### src/rtl/video_frame_meter.sv
// Measures active width/height of a di/de/hs/vs pixel stream, counts frames and flags geometry errors.
// Define VIDEO_FRAME_METER_CHECKSUM_EN to add checksum_o, a per-frame sum of counted pixels.
module video_frame_meter #(
  parameter int unsigned PIXEL_WIDTH   = 8,
  parameter int unsigned CNT_WIDTH     = 16,
  parameter int unsigned STABLE_FRAMES = 2
) (
  input  logic                   clk,
  input  logic                   rst,
  input  logic [PIXEL_WIDTH-1:0] di_i,
  input  logic                   de_i,
  input  logic                   hs_i,
  input  logic                   vs_i,
  input  logic                   err_clr_i,
  output logic [CNT_WIDTH-1:0]   meas_w_o,
  output logic [CNT_WIDTH-1:0]   meas_h_o,
  output logic [CNT_WIDTH-1:0]   frame_cnt_o,
  output logic                   frame_done_o,
  output logic                   err_width_o,
  output logic                   err_geom_o,
  output logic                   ovf_o,
`ifdef VIDEO_FRAME_METER_CHECKSUM_EN
  output logic                   locked_o,
  output logic [31:0]            checksum_o
`else
  output logic                   locked_o
`endif
);

  localparam int unsigned          STAB_W   = $clog2(STABLE_FRAMES + 1);
  localparam logic [CNT_WIDTH-1:0] CNT_MAX  = {CNT_WIDTH{1'b1}};
  localparam logic [STAB_W-1:0]    STAB_TGT = STAB_W'(STABLE_FRAMES);

  typedef enum logic [1:0] {S_SYNC, S_IDLE, S_FRAME, S_LINE} state_e;

  state_e                 state_q, state_d;
  logic [PIXEL_WIDTH-1:0] di_r1_q;
  logic                   de_r1_q, hs_r1_q, vs_r1_q, hs_r2_q, vs_r2_q, in_vld_q;
  logic [CNT_WIDTH-1:0]   xcnt_q, xcnt_d, ycnt_q, ycnt_d, line_w_q, line_w_d;
  logic [CNT_WIDTH-1:0]   meas_w_q, meas_h_q, frame_cnt_q;
  logic                   frame_done_q, err_width_q, err_geom_q, ovf_q, locked_q;
  logic [STAB_W-1:0]      stable_q, stable_d;

  logic hs_rise, hs_fall, vs_rise, vs_fall, pix;
  logic frame_start, frame_end, pix_cnt, width_set, ovf_set, geom_set;
  logic first_frame, geom_mis;

  // Edges come from the first vs second input register; a pixel counts only inside an active line.
  assign hs_rise = hs_r1_q & ~hs_r2_q;
  assign hs_fall = ~hs_r1_q & hs_r2_q;
  assign vs_rise = vs_r1_q & ~vs_r2_q;
  assign vs_fall = ~vs_r1_q & vs_r2_q;
  assign pix     = de_r1_q & ~hs_r1_q & vs_r1_q;

  always_comb begin
    state_d     = state_q;
    xcnt_d      = xcnt_q;
    ycnt_d      = ycnt_q;
    line_w_d    = line_w_q;
    frame_start = 1'b0;
    frame_end   = 1'b0;
    pix_cnt     = 1'b0;
    width_set   = 1'b0;
    ovf_set     = 1'b0;
    case (state_q)
      // in_vld_q keeps the cleared input registers from faking a vs low right after reset
      S_SYNC: begin
        if (in_vld_q && !vs_r1_q) state_d = S_IDLE;
      end
      S_IDLE: begin
        if (vs_rise) begin
          frame_start = 1'b1;
          ycnt_d      = '0;
          line_w_d    = '0;
          xcnt_d      = '0;
          if (hs_fall) begin
            pix_cnt = pix;
            xcnt_d  = CNT_WIDTH'(pix);
            state_d = S_LINE;
          end else begin
            state_d = S_FRAME;
          end
        end
      end
      S_FRAME: begin
        if (vs_fall) begin
          frame_end = 1'b1;
          state_d   = S_IDLE;
        end else if (hs_fall) begin
          pix_cnt = pix;
          xcnt_d  = CNT_WIDTH'(pix);
          state_d = S_LINE;
        end
      end
      S_LINE: begin
        // A vs fall closes the open line before the frame ends.
        if (hs_rise || vs_fall) begin
          if (xcnt_q != '0) begin
            if (ycnt_q == CNT_MAX) ovf_set = 1'b1;
            else                   ycnt_d  = ycnt_q + CNT_WIDTH'(1);
            if (line_w_q == '0)          line_w_d  = xcnt_q;
            else if (xcnt_q != line_w_q) width_set = 1'b1;
          end
          if (vs_fall) begin
            frame_end = 1'b1;
            state_d   = S_IDLE;
          end else begin
            state_d = S_FRAME;
          end
        end else if (pix) begin
          pix_cnt = 1'b1;
          if (xcnt_q == CNT_MAX) ovf_set = 1'b1;
          else                   xcnt_d  = xcnt_q + CNT_WIDTH'(1);
        end
      end
      default: state_d = S_SYNC;
    endcase
  end

  // Frame-end geometry comparison against the previously reported frame.
  always_comb begin
    first_frame = (frame_cnt_q == '0);
    geom_mis    = (line_w_d != meas_w_q) || (ycnt_d != meas_h_q);
    stable_d    = stable_q;
    if (frame_end) begin
      if (first_frame || geom_mis)  stable_d = STAB_W'(1);
      else if (stable_q < STAB_TGT) stable_d = stable_q + STAB_W'(1);
    end
    geom_set = frame_end && !first_frame && geom_mis;
  end

  always_ff @(posedge clk) begin
    if (rst) begin
      di_r1_q      <= '0;
      de_r1_q      <= 1'b0;
      hs_r1_q      <= 1'b0;
      vs_r1_q      <= 1'b0;
      hs_r2_q      <= 1'b0;
      vs_r2_q      <= 1'b0;
      in_vld_q     <= 1'b0;
      state_q      <= S_SYNC;
      xcnt_q       <= '0;
      ycnt_q       <= '0;
      line_w_q     <= '0;
      meas_w_q     <= '0;
      meas_h_q     <= '0;
      frame_cnt_q  <= '0;
      frame_done_q <= 1'b0;
      err_width_q  <= 1'b0;
      err_geom_q   <= 1'b0;
      ovf_q        <= 1'b0;
      stable_q     <= '0;
      locked_q     <= 1'b0;
    end else begin
      di_r1_q      <= di_i;
      de_r1_q      <= de_i;
      hs_r1_q      <= hs_i;
      vs_r1_q      <= vs_i;
      hs_r2_q      <= hs_r1_q;
      vs_r2_q      <= vs_r1_q;
      in_vld_q     <= 1'b1;
      state_q      <= state_d;
      xcnt_q       <= xcnt_d;
      ycnt_q       <= ycnt_d;
      line_w_q     <= line_w_d;
      frame_done_q <= frame_end;
      if (frame_end) begin
        meas_w_q    <= line_w_d;
        meas_h_q    <= ycnt_d;
        frame_cnt_q <= frame_cnt_q + CNT_WIDTH'(1);
      end
      stable_q    <= stable_d;
      locked_q    <= (stable_d >= STAB_TGT);
      // Flag events override a simultaneous clear.
      err_width_q <= width_set | (err_width_q & ~err_clr_i);
      err_geom_q  <= geom_set  | (err_geom_q  & ~err_clr_i);
      ovf_q       <= ovf_set   | (ovf_q       & ~err_clr_i);
    end
  end

  assign meas_w_o     = meas_w_q;
  assign meas_h_o     = meas_h_q;
  assign frame_cnt_o  = frame_cnt_q;
  assign frame_done_o = frame_done_q;
  assign err_width_o  = err_width_q;
  assign err_geom_o   = err_geom_q;
  assign ovf_o        = ovf_q;
  assign locked_o     = locked_q;

`ifdef VIDEO_FRAME_METER_CHECKSUM_EN
  logic [31:0] csum_q, csum_d, checksum_q;

  // Running sum restarts at frame start and is latched with the measurements.
  always_comb begin
    csum_d = frame_start ? 32'd0 : csum_q;
    if (pix_cnt) csum_d = csum_d + 32'(di_r1_q);
  end

  always_ff @(posedge clk) begin
    if (rst) begin
      csum_q     <= '0;
      checksum_q <= '0;
    end else begin
      csum_q <= csum_d;
      if (frame_end) checksum_q <= csum_d;
    end
  end

  assign checksum_o = checksum_q;
`else
  logic unused_c;
  assign unused_c = ^{di_r1_q, pix_cnt, frame_start};
`endif

endmodule

### config.mk
export PLATFORM = sky130hd
export DESIGN_NAME = video_frame_meter
export DESIGN_NICKNAME = d
export VERILOG_FILES = /design/src/rtl/video_frame_meter.sv
export SDC_FILE = /design/constraint.sdc
export NUM_CORES = 1
export LEC_CHECK = 0
export ABC_AREA = 1
export CORE_UTILIZATION = 58
export DETAILED_ROUTE_END_ITERATION = 6
export PLACE_DENSITY = 0.81
export SYNTH_ARGS = -nofsm -noshare
export SYNTH_HDL_FRONTEND = slang
export SYNTH_SLANG_ARGS = --single-unit
### constraint.sdc
create_clock -name clk -period 2.5 [get_ports clk]
set_clock_uncertainty 0.05 [all_clocks]
set_input_delay 0.25 -clock clk [delete_from_list [all_inputs] [get_ports clk]]
set_output_delay 0.25 -clock clk [all_outputs]
set_load 0.02 [all_outputs]
# ---- Yosys cells after proc, flatten, opt, wreduce, memory -nomap -nowiden
# Index checks and enable logic that the tools add are counted.
dict set report word_totals {
  word_cells 118
  reg_bits 111
  in_bits 14
  out_inout_bits 53
}
dict set report classes {
  eq_ne 17
  addsub 4
  muxes 44
  bitwise_logic 17
  reduce_logical 15
  magnitude_cmp 2
}
# op n
set ops {}
lappend ops {{two-way mux 16 bit} 14}
lappend ops {{case mux 16 bit (2 select lines)} 2}
lappend ops {{adder 16 x 1 -> 16 bit, second input constant} 3}
lappend ops {{inequality test 16 bit} 3}
lappend ops {{case mux 16 bit (3 select lines)} 1}
lappend ops {{equality test 16 bit, second input constant} 2}
lappend ops {{logical NOT 16 bit} 2}
lappend ops {{two-way mux 2 bit} 9}
lappend ops {{two-way mux 1 bit} 16}
lappend ops {{inequality test 2 bit, second input constant} 8}
lappend ops {{nonzero test 16 bit} 1}
lappend ops {{bitwise AND 1 bit} 9}
lappend ops {{case mux 2 bit (4 select lines)} 1}
lappend ops {{AND reduction 7 bit} 1}
lappend ops {{inverter 1 bit} 5}
lappend ops {{equality test 2 bit, second input constant} 2}
lappend ops {{AND reduction 4 bit} 1}
lappend ops {{logical AND 1 bit} 3}
lappend ops {{logical OR 1 bit} 3}
lappend ops {{inequality test 3 bit, second input constant} 1}
lappend ops {{OR 1 bit} 3}
lappend ops {{nonzero test 3 bit} 1}
lappend ops {{adder 2 x 1 -> 2 bit, second input constant} 1}
lappend ops {{equality test 2 x 1 -> 1 bit, second input constant} 1}
lappend ops {{other kinds (5)} 6}

# ---- Logic depth before layout (Yosys ltp)
# Gate-level depths: netlist (run 1).
dict set report depth {
  ltp_word 11
  mapped_depth 21
  depth_no_buf 21
}

# ---- Least setup slack after synthesis (run 1)
# Ideal clock, no wire load.
dict set report synth_path {
  kind {reg2reg}
  from {register state_q[0]}
  to {register xcnt_q[15]}
  arrival_time_ns 2.034
  setup_time_ns 0.119
  path_stages_with_launch 15
  required_ns 2.331
  n_path_buf 0
  path_slack_ns 0.296
  synth_period_minus_slack_ns 2.204
  cell_sequence {dfxtp_1 > inv_1 > ha_1 > inv_1 > nor2_1 > a211oi_1 > nand2_4 > nor2_4 > nand3_2 > nor2_2 > nand3_2 > nor2_1 > nand2_1 > o21ai_0 > a21oi_1}
}
dict set report synth_between {
  elab_chain_len 3
  elab_cells_between_ends 12
  cone_classes {eq/ne (9); mux (1); reduce/logical (2)}
}
# item line_no
set synth_lines {}
lappend synth_lines {{from (decl)} 36} ;# state_e state_q, state_d;
lappend synth_lines {{from (signal assigned)} 162} ;# state_q <= state_d;
lappend synth_lines {{equality test 2 bit / equality test 2 x 1 -> 1 bit (equally long branches)} 65} ;# case (state_q)
lappend synth_lines {{inequality test 2 bit (no line) / nonzero test 3 bit (equally long branches)} -}
lappend synth_lines {{AND reduction 7 bit (no line)} -}
lappend synth_lines {{to (signal assigned)} 163} ;# xcnt_q <= xcnt_d;
lappend synth_lines {{to (decl)} 39} ;# logic [CNT_WIDTH-1:0] xcnt_q, xcnt_d, ycnt_q, ycnt_d, line_w_q, line_w_d;
# Several ways; a longest one is shown, not always the timed one.
# A chain may end at the register's enable or synchronous reset.

==> flow_summary_export.csv, run 1 <==
group,metric,value,unit
critical_path,crit_fanout,5,
worst_hold_path,hold_end,"in_vld_q",
placed_design,hpwl,12.37,mm
placed_design,dp_slack,-0.05364,ns
layout,final_util,77.80,%
synthesis,synth_edf_count,0,
synthesis,netlist_area,6629,um^2
layout,num_antenna_cells,0,
synthesis,ys_types,44,
synthesis,synthesis.nets,1052,
timing,worst_hold_slack,0.2679,ns
route,routed_wirelength,18.43,mm
clock_tree,path_clk_slew,0.08,ns
route,vias,7106,
critical_path,cp_data_arrival_time,2.69,ns
route,drtPass1Iterations,6,
timing,max-slew-margin-rel,60.16,%
pwr,peakVddDrop,0.6533,mV
layout,fillers,826,
timing,layout_min_cycle_time,2.481,ns
floorplan,core-area,10980,um^2
route,drt_iter0_drc,760,
timing,fmax,403.1,MHz
clock_tree,cts_buffers,9,
pwr,total_power,0.004898,W
layout,mostFrequentLayoutCells,"285 x nand2_1, 149 x inv_1, 96 x dfxtp_1, 85 x buf_4, 72 x nor2_1",
clock_tree,insertion_delay,0.37,ns
timing,setup_slack,0.01929,ns
critical_path,reg2reg_slack,0.02,ns
synthesis,ys_seq_area_share,33.22,%
clock_tree,clock_sinks,110,
grt,antenna_found_initial,0,
grt,grt_pass1_vias,6277,
timing,worst_pin_slew,0.5976,ns
timing,maxSlewViolCount,0,
placed_design,gp_congestion,0.9465,
route,wl_per_cell,14.14,um
synthesis,ys_warn_count,0,
synthesis,ys_seq_elements,110,
floorplan,die_h,108.9,um
critical_path,cp-end-kind,"flip-flop",
placed_design,numPortBuffers,58,
outcome,status,"finished clean",
timing,hold_viol_final,0,
clock_tree,htreeDepth,3,
layout,final_common_cell,"nand2_1",
clock_tree,cts_tree,"yes",
critical_path,reg2regPathDepth,18,
route,avgViaCountPerCell,5.454,
layout,syn_to_final_growth,28.90,%
floorplan,dieWidth,108.9,um
floorplan,start_util,60.36,%
route,drc,0,
clock_tree,ctsHoldBuffers,0,
layout,fin_nets,1183,
synthesis,synth_cells,1027,
timing,final.period_utilization,99.23,%
synthesis,avgSynthCellArea,6.455,um^2
synthesis,synth_ff_type,"dfxtp_1",
grt,grt-ovfl-total,0,
timing,grt_setup_unrepaired,"true",
floorplan,io_pins,67,
grt,grt_start_max_net_pins,58,
clock_tree,clk_path_buf_depth,2,
floorplan,row_count,38,
pwr,p_leak,4.002,nW
layout,drive_gt1_share,20.29,%
route,ant_nets,0,
critical_path,cp-start-kind,"flip-flop",
job,maxCapViolCount,0,
critical_path,worst-setup-path-type,"flip-flop to flip-flop",
pwr,power_density,573.2,nW/um^2
worst_hold_path,hold_class,"primary input to flip-flop",
worst_hold_path,min_path_cells,3,
grt,track_usage,30.83,%
floorplan,die_area,11860,um^2
timing,setup_violations,0,
grt,grt_pass1_wl,28.77,mm
clock_tree,cts_root_buffer,"clkbuf_16",
worst_hold_path,min_from,"rst",
synthesis,postSynth.asyncResetShare,0,%
critical_path,r2r-start,"ycnt_q[1]",
critical_path,required,2.71,ns
## synth_stat cells, types with 2 or more instances
master / number / area, um^2
nand2_1: 301 / 1130
inv_1: 155 / 581.8
dfxtp_1: 110 / 2202
nor2_1: 91 / 341.6
nand3_1: 72 / 360.4
a21oi_1: 56 / 280.3
o21ai_0: 33 / 165.2
o211ai_1: 27 / 202.7
clkbuf_1: 19 / 71.32
nand4_1: 16 / 100.1
nand3_2: 13 / 130.1
nand2_2: 12 / 75.07
o21bai_1: 12 / 90.09
ha_1: 11 / 137.6
nor3_1: 11 / 55.05
xor2_1: 11 / 96.34
a211oi_1: 9 / 67.56
nor2_2: 9 / 56.30
nor4_1: 7 / 43.79
nor2_4: 6 / 67.56
buf_6: 5 / 56.30
nand2_4: 5 / 56.30
a221oi_1: 4 / 35.03
inv_2: 4 / 15.01
nand3b_1: 4 / 30.03
buf_1: 3 / 11.26
o21ai_1: 3 / 15.01
buf_2: 2 / 10.01
## state kept, by name, summed over array words and instances, names as in the netlist, 2 cells and up, named ones only
signal	count
frame_cnt_o	16
line_w_q	16
meas_h_o	16
meas_w_o	16
state_q	2
xcnt_q	16
ycnt_q	16
## final cells by class
cell class	instances	area (um^2)	share of cell area, %
Sequential cell	110	2220	25.98
Multi-Input combinational cell	726	3936	46.07
Clock buffer	12	236.5	2.768
Timing Repair Buffer	151	1344	15.73
Tap cell	140	175.2	2.050
Inverter	160	601.8	7.043
Clock inverter	4	31.28	0.3661
## cell families after synthesis
family	count (synthesis)	share of synthesized area (%)
adder cells (fa/ha/maj)	11	2.076
AND/OR/NAND/NOR	551	37.56
XOR/XNOR	11	1.453
AO/OA/AOI/OAI	153	14.02
buffers and inverters	191	11.66
flip-flops	110	33.22
## critical path, cell delays in order, from the launching register on
cell      delay (ns)
dfxtp_2         0.36
ha_4            0.14
inv_2           0.04
nor2_4          0.14
buf_6           0.14
nand3_4         0.08
nor2_4          0.21
buf_6           0.13
o21bai_1        0.07
nand3_2         0.11
nand3_1         0.08
nand2_1         0.08
nand3_1         0.06
nor2_1          0.10
nand2_1         0.12
nor2_2          0.17
nand2_2         0.09
nor2_1          0.11
a21oi_1         0.08
## routing by layer
| metal | track usage, % | vias up | wire, um |
|---|---|---|---|
| met5 | 0 | - | 0 |
| met4 | 9.942 | 0 | 403 |
| met3 | 7.830 | 44 | 1419 |
| met2 | 47.57 | 265 | 8337 |
| met1 | 41.86 | 3239 | 8266 |
| li1 | - | 3558 | - |
## through the flow
step           instance area [um^2]  setup TNS [ns]  cells
5_1_grt                        8544         -0.4133   1303
3_3_place_gp                   7819               0   1271
6_report                       8544               0   1303
3_5_place_dp                   7819        -0.08950   1271
2_1_floorplan                  6629               0   1027
4_1_cts                        8102               0   1289
## worst max path at each step
| stage | to | start |
|---|---|---|
| 2_1_floorplan | xcnt_q[15] | state_q[0] |
| 4_1_cts | err_geom_o | xcnt_q[0] |
| 3_3_place_gp | err_geom_o | xcnt_q[0] |
| 5_1_grt | flip-flop | xcnt_q[0] |
| 6_report | flip-flop | ycnt_q[1] |
| 3_5_place_dp | err_geom_o | xcnt_q[0] |
## power by group
part	internal [W]	leakage, nW	switching [W]
logic	0.000651	2.98	0.00100
clock network	0.000686	0.132	0.000704
registers	0.00181	0.895	0.0000449
total	0.00315	4.00	0.00175
## repair_timing
action / 4_1_cts / 5_1_grt
gates cloned: 0 / 1
setup buffers: 2 / 13
resized for setup: 1 / 98
endpoints found under the setup margin: 3 / 20
pin swaps: 1 / 28
(Power assumes the default switching activity.)
==> run 2: changes to the inputs <==
--- a/config.mk
+++ b/config.mk
@@ -10,3 +10,3 @@
 export DETAILED_ROUTE_END_ITERATION = 6
-export PLACE_DENSITY = 0.81
+export PLACE_DENSITY = 0.79
 export SYNTH_ARGS = -nofsm -noshare
==> constraint.sdc (replaced) <==
create_clock -name clk -period 2.5 [get_ports clk]
set_clock_uncertainty 0.05 [all_clocks]
set_input_delay 0.375 -clock clk [delete_from_list [all_inputs] [get_ports clk]]
set_output_delay 0.375 -clock clk [all_outputs]
set_load 0.02 [all_outputs]
==> run 2 against run 1 <==
Combinational power increased by 7%. Fmax increased by 0.70%. Largest power group unchanged. Global-route usage increased by 0.45 points. Core utilization increased by 0.96 points. Setup slack improved by 0.017 ns. First-iteration DRC count decreased by 11%. Sequential share of layout area decreased by 0.36 points. Sequential cell count unchanged. Register-to-register slack improved by 0.02 ns. Critical path type unchanged. Highest routed layer unchanged.
==> flow_summary_export.csv, run 2 (synthesis results as in run 1) <==
group,metric,value,unit
outcome,status,"finished clean",
critical_path,cp-start-kind,"flip-flop",
pwr,p_int,0.003262,W
grt,grt_pass1_wl,28.96,mm
clock_tree,ctsHoldBuffers,0,
timing,final.period_utilization,98.54,%
critical_path,reg2reg_slack,0.04,ns
clock_tree,cts_buffers,9,
floorplan,row_count,38,
route,ant_nets,0,
floorplan,io_pins,67,
clock_tree,cts_tree,"yes",
timing,max-slew-margin-rel,61.25,%
pwr,swShare,35.25,%
placed_design,gp_congestion,0.9826,
clock_tree,cts_root_buffer,"clkbuf_16",
floorplan,start_util,60.36,%
layout,mostFrequentLayoutCells,"281 x nand2_1, 151 x inv_1, 101 x dfxtp_1, 92 x buf_4, 71 x nor2_1",
floorplan,die_h,108.9,um
layout,drive_gt1_share,20.89,%
pwr,peakVddDrop,0.6241,mV
floorplan,die_area,11860,um^2
worst_hold_path,min_path_cells,3,
route,drtPass1Iterations,5,
job,maxCapViolCount,0,
clock_tree,clk_path_buf_depth,2,
layout,final_common_cell,"nand2_1",
timing,hold_viol_final,0,
critical_path,cp_data_arrival_time,2.65,ns
route,wl_per_cell,13.95,um
critical_path,required,2.68,ns
route,vias,7181,
critical_path,r2r-end,"err_geom_o",
critical_path,worst-setup-path-type,"flip-flop to flip-flop",
timing,layout_min_cycle_time,2.463,ns
grt,track_usage,31.28,%
timing,fmax,405.9,MHz
pwr,pwr-share-comb,35.0,%
worst_hold_path,hold_end,"in_vld_q",
floorplan,core-area,10980,um^2
grt,antenna_found_initial,0,
route,drt_iter0_drc,676,
pwr,power_density,582.4,nW/um^2
layout,fin_nets,1193,
layout,syn_to_final_growth,30.48,%
timing,worst_hold_slack,0.3723,ns
timing,grt_setup_unrepaired,"true",
clock_tree,insertion_delay,0.37,ns
grt,grt_start_max_net_pins,58,
worst_hold_path,hold_class,"primary input to flip-flop",
pwr,switchingPower,0.001776,W
layout,num_antenna_cells,0,
route,avgViaCountPerCell,5.469,
timing,tns,0,ns
grt,grt_pass1_vias,6247,
placed_design,hpwl,13.03,mm
clock_tree,clock_sinks,110,
critical_path,crit_fanout,8,
critical_path,cp-end-kind,"flip-flop",
timing,maxSlewViolCount,0,
pwr,pwr-share-clk,28.2,%
floorplan,dieWidth,108.9,um
clock_tree,path_clk_slew,0.08,ns
route,drc,0,
pwr,p_leak,4.098,nW
timing,worst_pin_slew,0.5813,ns
timing,setup_violations,0,
pwr,sequentialPowerShare,36.8,%
placed_design,numPortBuffers,58,
critical_path,reg2regPathDepth,19,
route,routed_wirelength,18.32,mm
clock_tree,htreeDepth,3,
grt,grt-ovfl-total,0,
worst_hold_path,min_from,"rst",
critical_path,r2r-start,"xcnt_q[14]",
## run 2: cell types whose count changed in the layout (fill, tap and decap cells not counted), sizes merged
cell,before,now
inv,161,162
buf,93,103
clkbuf,13,12
## run 2: timing repair
item / CTS / global route
pin swaps: 3 / 24
gates resized for setup: 9 / 84
setup endpoints to repair: 3 / 14
buffers inserted: 1 / 5
cloned: 0 / 1
## run 2: worst max-delay path, stage by stage (launching register included)
cell	delay (ns)
dfxtp_1	0.37
nor2_2	0.21
nand2_4	0.07
nor2_4	0.10
nand2_4	0.08
nand2_8	0.11
nor2_4	0.05
buf_4	0.18
nand2_1	0.07
nand3_1	0.11
nand2_1	0.11
nand2_1	0.05
nand2_1	0.06
nand2_1	0.07
nor2_2	0.14
nand2_1	0.10
nor2_4	0.15
nand2_2	0.08
nand2_2	0.10
a21oi_2	0.06
## run 2: how the worst max path moves through the flow
stage	slack, ns	startpoint	to
6_report	0.04	xcnt_q[14]	err_geom_o
5_1_grt	-0.15	xcnt_q[1]	err_geom_o
4_1_cts	0.003	ycnt_q[0]	err_geom_o
3_5_place_dp	-0.09	xcnt_q[0]	err_geom_o
3_3_place_gp	-0.007	xcnt_q[0]	err_geom_o
2_1_floorplan	0.30	state_q[0]	xcnt_q[15]
## run 2: area by class of cell
type,instances,area [um^2]
inverter,160,603.1
clock buffer,11,242.7
clock inverter,5,42.54
timing repair buffer,161,1448
fill,862,2333
multi-input combinational,726,3923
sequential,110,2216
tap,140,175.2
## run 2: power groups by stage
stage | Combinational [W] | Clock (W) | Sequential, W
6_report | 0.00176 | 0.00142 | 0.00185
4_1_cts | 0.00159 | 0.00144 | 0.00185
5_1_grt | 0.00190 | 0.00151 | 0.00186
2_1_floorplan | 0.000866 | 0 | 0.00191
3_3_place_gp | 0.00151 | 0 | 0.00188
3_5_place_dp | 0.00154 | 0 | 0.00189
## run 2: layer usage
metal	vias to the layer above	wire, um	global-route usage, %	part of all wire, %
met1	3271	8198	42.68	45
met3	32	1444	6.216	7.9
li1	3586	-	-	-
met5	-	0	0	0
met2	292	8355	50.67	46
met4	0	318	7.143	1.7
## run 2: through the flow
| stage | cells | setup slack (ns) | instance area, um^2 | utilization, % | total power, W |
|---|---|---|---|---|---|
| after CTS | 1307 | 0.002520 | 8320 | 75.76 | 0.004877 |
| after global placement | 1290 | -0.007487 | 7999 | 72.83 | 0.003396 |
| final | 1313 | 0.03655 | 8650 | 78.75 | 0.005038 |
| after global routing | 1313 | -0.1493 | 8650 | 78.75 | 0.005273 |
| after detailed placement | 1290 | -0.09473 | 7999 | 72.83 | 0.003427 |
| after floorplan | 1027 | 0.2964 | 6629 | - | 0.002775 |
==> run 3: changes to the inputs <==
Settings changed: CELL_PAD_IN_SITES_DETAIL_PLACEMENT from default to 1, CELL_PAD_IN_SITES_GLOBAL_PLACEMENT from default to 2, CORE_UTILIZATION 58 to 35, DONT_BUFFER_PORTS from default to 1, PLACE_DENSITY 0.79 to 0.78.
==> run 3 against run 2 <==
Routed wire length increased by 17%. Sequential cell count unchanged. Non-clock buffer count decreased by 41. Sequential power about the same. Via count decreased by 5.4%. Critical path type unchanged. Fmax increased by 0.48%. Hold slack got worse by 0.34 ns. First-iteration DRC count decreased by 61%.
==> flow_summary_export.csv, run 3 (synthesis results as in run 1) <==
group,metric,value,unit
timing,maxSlewViolCount,0,
route,drc,0,
timing,setup_violations,0,
worst_hold_path,min_path_cells,1,
route,routed_wirelength,21.44,mm
placed_design,dpl.cell_count,1335,
route,drt_iter0_drc,266,
clock_tree,clk_path_buf_depth,2,
layout,drive_gt1_share,23.06,%
clock_tree,path_clk_slew,0.08,ns
layout,final_cell_count_no_fill,1361,
pwr,power_density,609.9,nW/um^2
clock_tree,insertion_delay,0.37,ns
grt,grt-ovfl-total,0,
job,maxCapViolCount,0,
timing,layout_min_cycle_time,2.452,ns
pwr,p_int,0.003229,W
placed_design,gp_congestion,0.8325,
pwr,swShare,36.32,%
floorplan,core-area,18270,um^2
critical_path,reg2regPathDepth,21,
pwr,peakVddDrop,0.3543,mV
worst_hold_path,hold_class,"primary input to flip-flop",
route,drtPass1Iterations,4,
pwr,p_leak,4.001,nW
layout,fin_nets,1152,
floorplan,io_pins,67,
critical_path,cp_data_arrival_time,2.66,ns
layout,mostFrequentLayoutCells,"280 x nand2_1, 150 x inv_1, 113 x buf_4, 103 x dfxtp_1, 72 x nor2_1",
grt,grt_pass1_vias,6849,
floorplan,start_util,36.28,%
floorplan,die_area,19490,um^2
timing,grt_setup_unrepaired,"true",
layout,num_antenna_cells,0,
timing,worst_pin_slew,0.6453,ns
clock_tree,htreeDepth,3,
clock_tree,cts_buffers,9,
pwr,sequentialPowerShare,37.0,%
timing,setup_slack,0.04840,ns
floorplan,row_count,49,
grt,grt_start_max_net_pins,58,
layout,syn_to_final_growth,25.44,%
critical_path,worst-setup-path-type,"flip-flop to flip-flop",
timing,final.period_utilization,98.06,%
placed_design,hpwl,15.94,mm
critical_path,crit_fanout,7,
grt,track_usage,22.45,%
timing,fmax,407.9,MHz
critical_path,cp-end-kind,"flip-flop",
floorplan,dieWidth,139.6,um
placed_design,numPortBuffers,0,
floorplan,die_h,139.6,um
grt,antenna_found_initial,0,
pwr,pwr-share-comb,34.1,%
clock_tree,cts_tree,"yes",
layout,final_util,45.51,%
critical_path,path_cells,"inv_2 > ha_4 > inv_2 > nor2_2 > nand2_1 > nor2_2 > nand2_2 > clkbuf_16 > nand2_4 > o21bai_1 > nand3_2 > nand2_2 > nand2_1 > nand2_1 > nand3_2 > nor2_2 > nand2_2 > nor2_4 > nand2_2 > nor2_2 > a21oi_1",
critical_path,cp_slowest_cell,"dfxtp_2",
pwr,pwr-share-clk,28.9,%
route,vias,6795,
placed_design,placedInstanceArea,7640,um^2
timing,hold_viol_final,0,
route,ant_nets,0,
pwr,switchingPower,0.001842,W
critical_path,cp-start-kind,"flip-flop",
route,wl_per_cell,15.75,um
route,avgViaCountPerCell,4.993,
critical_path,required,2.71,ns
placed_design,dp_slack,-0.06478,ns
clock_tree,clock_sinks,110,
layout,finalInstanceArea,8315,um^2
critical_path,slowest_delay,0.35,ns
outcome,status,"finished clean",
clock_tree,ctsHoldBuffers,0,
layout,final_common_cell,"nand2_1",
timing,max-slew-margin-rel,56.98,%
grt,grt_pass1_wl,34.51,mm
clock_tree,cts_root_buffer,"clkbuf_16",
## run 3: per-layer routing
layer  wire [um]  GRT usage (%)  vias to the layer above
li1            -              -                     3486
met1       10790          31.03                     3197
met2        9387          35.26                       99
met3         985          4.129                       13
met4         272          7.114                        0
met5           0              0                        -
## run 3: what timing repair did
action | in CTS | in global routing
resized for setup | 9 | 81
pin swaps | 5 | 35
cloned | 0 | 2
setup buffers | 1 | 7
setup endpoints to repair | 4 | 20
hold endpoints to repair | 0 | 0
## run 3: worst paths after layout
kind,start,endpoint,slack [ns]
worst max-delay path,xcnt_q[0],flip-flop,0.05
worst max register to register,xcnt_q[0],flip-flop,0.05
worst min-delay path,rst,ycnt_q[1],0.03
worst min register to register,hs_r1_q,hs_r2_q,0.42
## run 3: critical path: cells and delay by family, from the launching register on
kind,cells,cell delay [ns]
AND/OR/NAND/NOR,15,1.25
adder cells (fa/ha/maj),1,0.17
buffers and inverters,3,0.29
flip-flops,1,0.35
AO/OA/AOI/OAI,2,0.22
## run 3: power groups by stage
stage | combinational (W) | clock [W] | sequential, W
finish | 0.00173 | 0.00147 | 0.00188
global route | 0.00189 | 0.00157 | 0.00189
CTS | 0.00151 | 0.00153 | 0.00187
detailed placement | 0.00147 | 0 | 0.00191
global placement | 0.00145 | 0 | 0.00191
floorplan | 0.000866 | 0 | 0.00191
## run 3: metrics by stage
stage | TNS [ns] | total power [W] | hold slack, ns
2_1_floorplan | 0 | 0.002775 | 0.3871
3_3_place_gp | 0 | 0.003356 | 0.4049
6_report | 0 | 0.005072 | 0.03298
4_1_cts | -0.002458 | 0.004904 | 0.01292
3_5_place_dp | -0.09167 | 0.003384 | 0.4039
5_1_grt | -0.4805 | 0.005347 | 0.01121
## run 3: layout make-up
cell class	instances	area, um^2
clock inverter	6	53.80
clock buffer	10	239.0
inverter	160	601.8
multi-input combinational	726	3925
tap	229	286.5
fill	2392	9955
sequential	110	2211
timing repair buffer	120	998.5
==> variant, RTL diff (flow settings as in run 2) <==
Set the parameter `STABLE_FRAMES` to 8 (it was 2).
--- a/src/rtl/video_frame_meter.sv
+++ b/src/rtl/video_frame_meter.sv
@@ -3,7 +3,7 @@
 module video_frame_meter #(
   parameter int unsigned PIXEL_WIDTH   = 8,
   parameter int unsigned CNT_WIDTH     = 16,
-  parameter int unsigned STABLE_FRAMES = 2
+  parameter int unsigned STABLE_FRAMES = 8
 ) (
   input  logic                   clk,
   input  logic                   rst,
Function: changed (Yosys sat finds a counterexample within 10 cycles, from zero or initial values and one cycle with rst high).
==> variant against run 2 <==
Routed wire length increased by 0.92%. Sequential power up 3%. Synthesized area rose by 3.5%. Hold slack better by 68 ps. Design area increased by 2.6%. Sequential cell count is 2 higher. Setup slack improved by 37 ps. Total power grew 3.8%. Critical path type unchanged. Highest routed layer unchanged.
==> variant: results (changes against run 2) <==
{| class="wikitable"
! Metric !! Value
|-
| Leading post-synthesis cells by cell area || sky130_fd_sc_hd__dfxtp_1 33%, sky130_fd_sc_hd__nand2_1 17%, sky130_fd_sc_hd__inv_1 8.0%, sky130_fd_sc_hd__nand3_1 5.5%, sky130_fd_sc_hd__nor2_1 4.4%
|-
| Number of clock sinks seen by CTS || 112 (+1.8%)
|-
| Global-route wire length before repair || 30.06 mm (+3.8%)
|-
| WL final || 18.48 mm (+0.92%)
|-
| Worst-case headroom to the max-slew limit || 63.18% (+1.9 points)
|-
| Met2 Usage GRT || 47.58% (-3.1 points)
|-
| Total area of sequential cells || 2260 um2 (+2.0%)
|-
| Total nets after synthesis || 1072 (+1.9%)
|-
| Share of final-layout standard cells stronger than drive strength 1 || 23.02% (+2.1 points)
|-
| Number of multi-input combinational cells in the layout || 750 (+3.3%)
|-
| Commonest cells in the netlist || 315 x sky130_fd_sc_hd__nand2_1, 147 x sky130_fd_sc_hd__inv_1, 112 x sky130_fd_sc_hd__dfxtp_1, 81 x sky130_fd_sc_hd__nor2_1, 75 x sky130_fd_sc_hd__nand3_1
|-
| Nets || 1206 (+1.1%)
|-
| Synth Area in Compound Gates || 13.43% (-0.59 points)
|-
| Clock Network Area Fraction || 3.622% (+0.32 points)
|-
| Non-clock inverter count in the final layout || 155 (-3.1%)
|-
| GRT Total Usage || 29.78% (-1.5 points)
|-
| Pre-CTS worst setup slack || 0.2092 ps (+94.94 ps)
|-
| Post-CTS setup buffers || 0 (-1)
|-
| Quantity of gates resized following cts || 4 (-5)
|-
| Sw power || 1.848 mW (+4.1%)
|-
| Average footprint of a synthesized cell || 6.556 um2 (+1.6%)
|-
| GP Congestion || 0.9343 (-4.9%)
|-
| Number of well-tap cells placed || 143 (+2.1%)
|-
| Non-CTS buffers || 153 (-5.0%)
|-
| Synthesized-area fraction occupied by adder cells || 2.005% (-0.071 points)
|-
| Run status || complete, no violations
|-
| Ratio of final minimum period to clock period || 97.06% (-1.5 points)
|-
| End point of the critical path || xcnt_q[11]
|-
| Clock buffer count in the final layout || 9 (-2)
|-
| Area after detailed placement || 8014 um2 (+0.19%)
|-
| Number of filler instances in the final layout || 857 (-0.58%)
|}
[variant: cell types whose count changed after synthesis, sizes merged, moves of 3 or more]
cell    before  now
inv        159  152
nand2      319  340
xor2        11   17
nand3b       4    7
o21ai       37   33
clkbuf      19   16
buf         12   15
[variant: worst min path at each step]
stage / end / slack [ps] / cells after the start
2_1_floorplan: hs_r2_q / 390 / 2
3_3_place_gp: hs_r2_q / 410 / 2
3_5_place_dp: hs_r2_q / 410 / 2
4_1_cts: vs_r2_q / 430 / 2
5_1_grt: err_geom_o / 470 / 2
6_report: frame_cnt_o[15] / 440 / 1
[variant: power by group through the flow]
stage	sequential, mW	combinational (mW)	clock [mW]
after floorplan	1.95	0.986	0
after global placement	1.92	1.50	0
after detailed placement	1.92	1.52	0
after CTS	1.88	1.53	1.58
after global routing	1.91	1.92	1.65
final	1.90	1.76	1.57
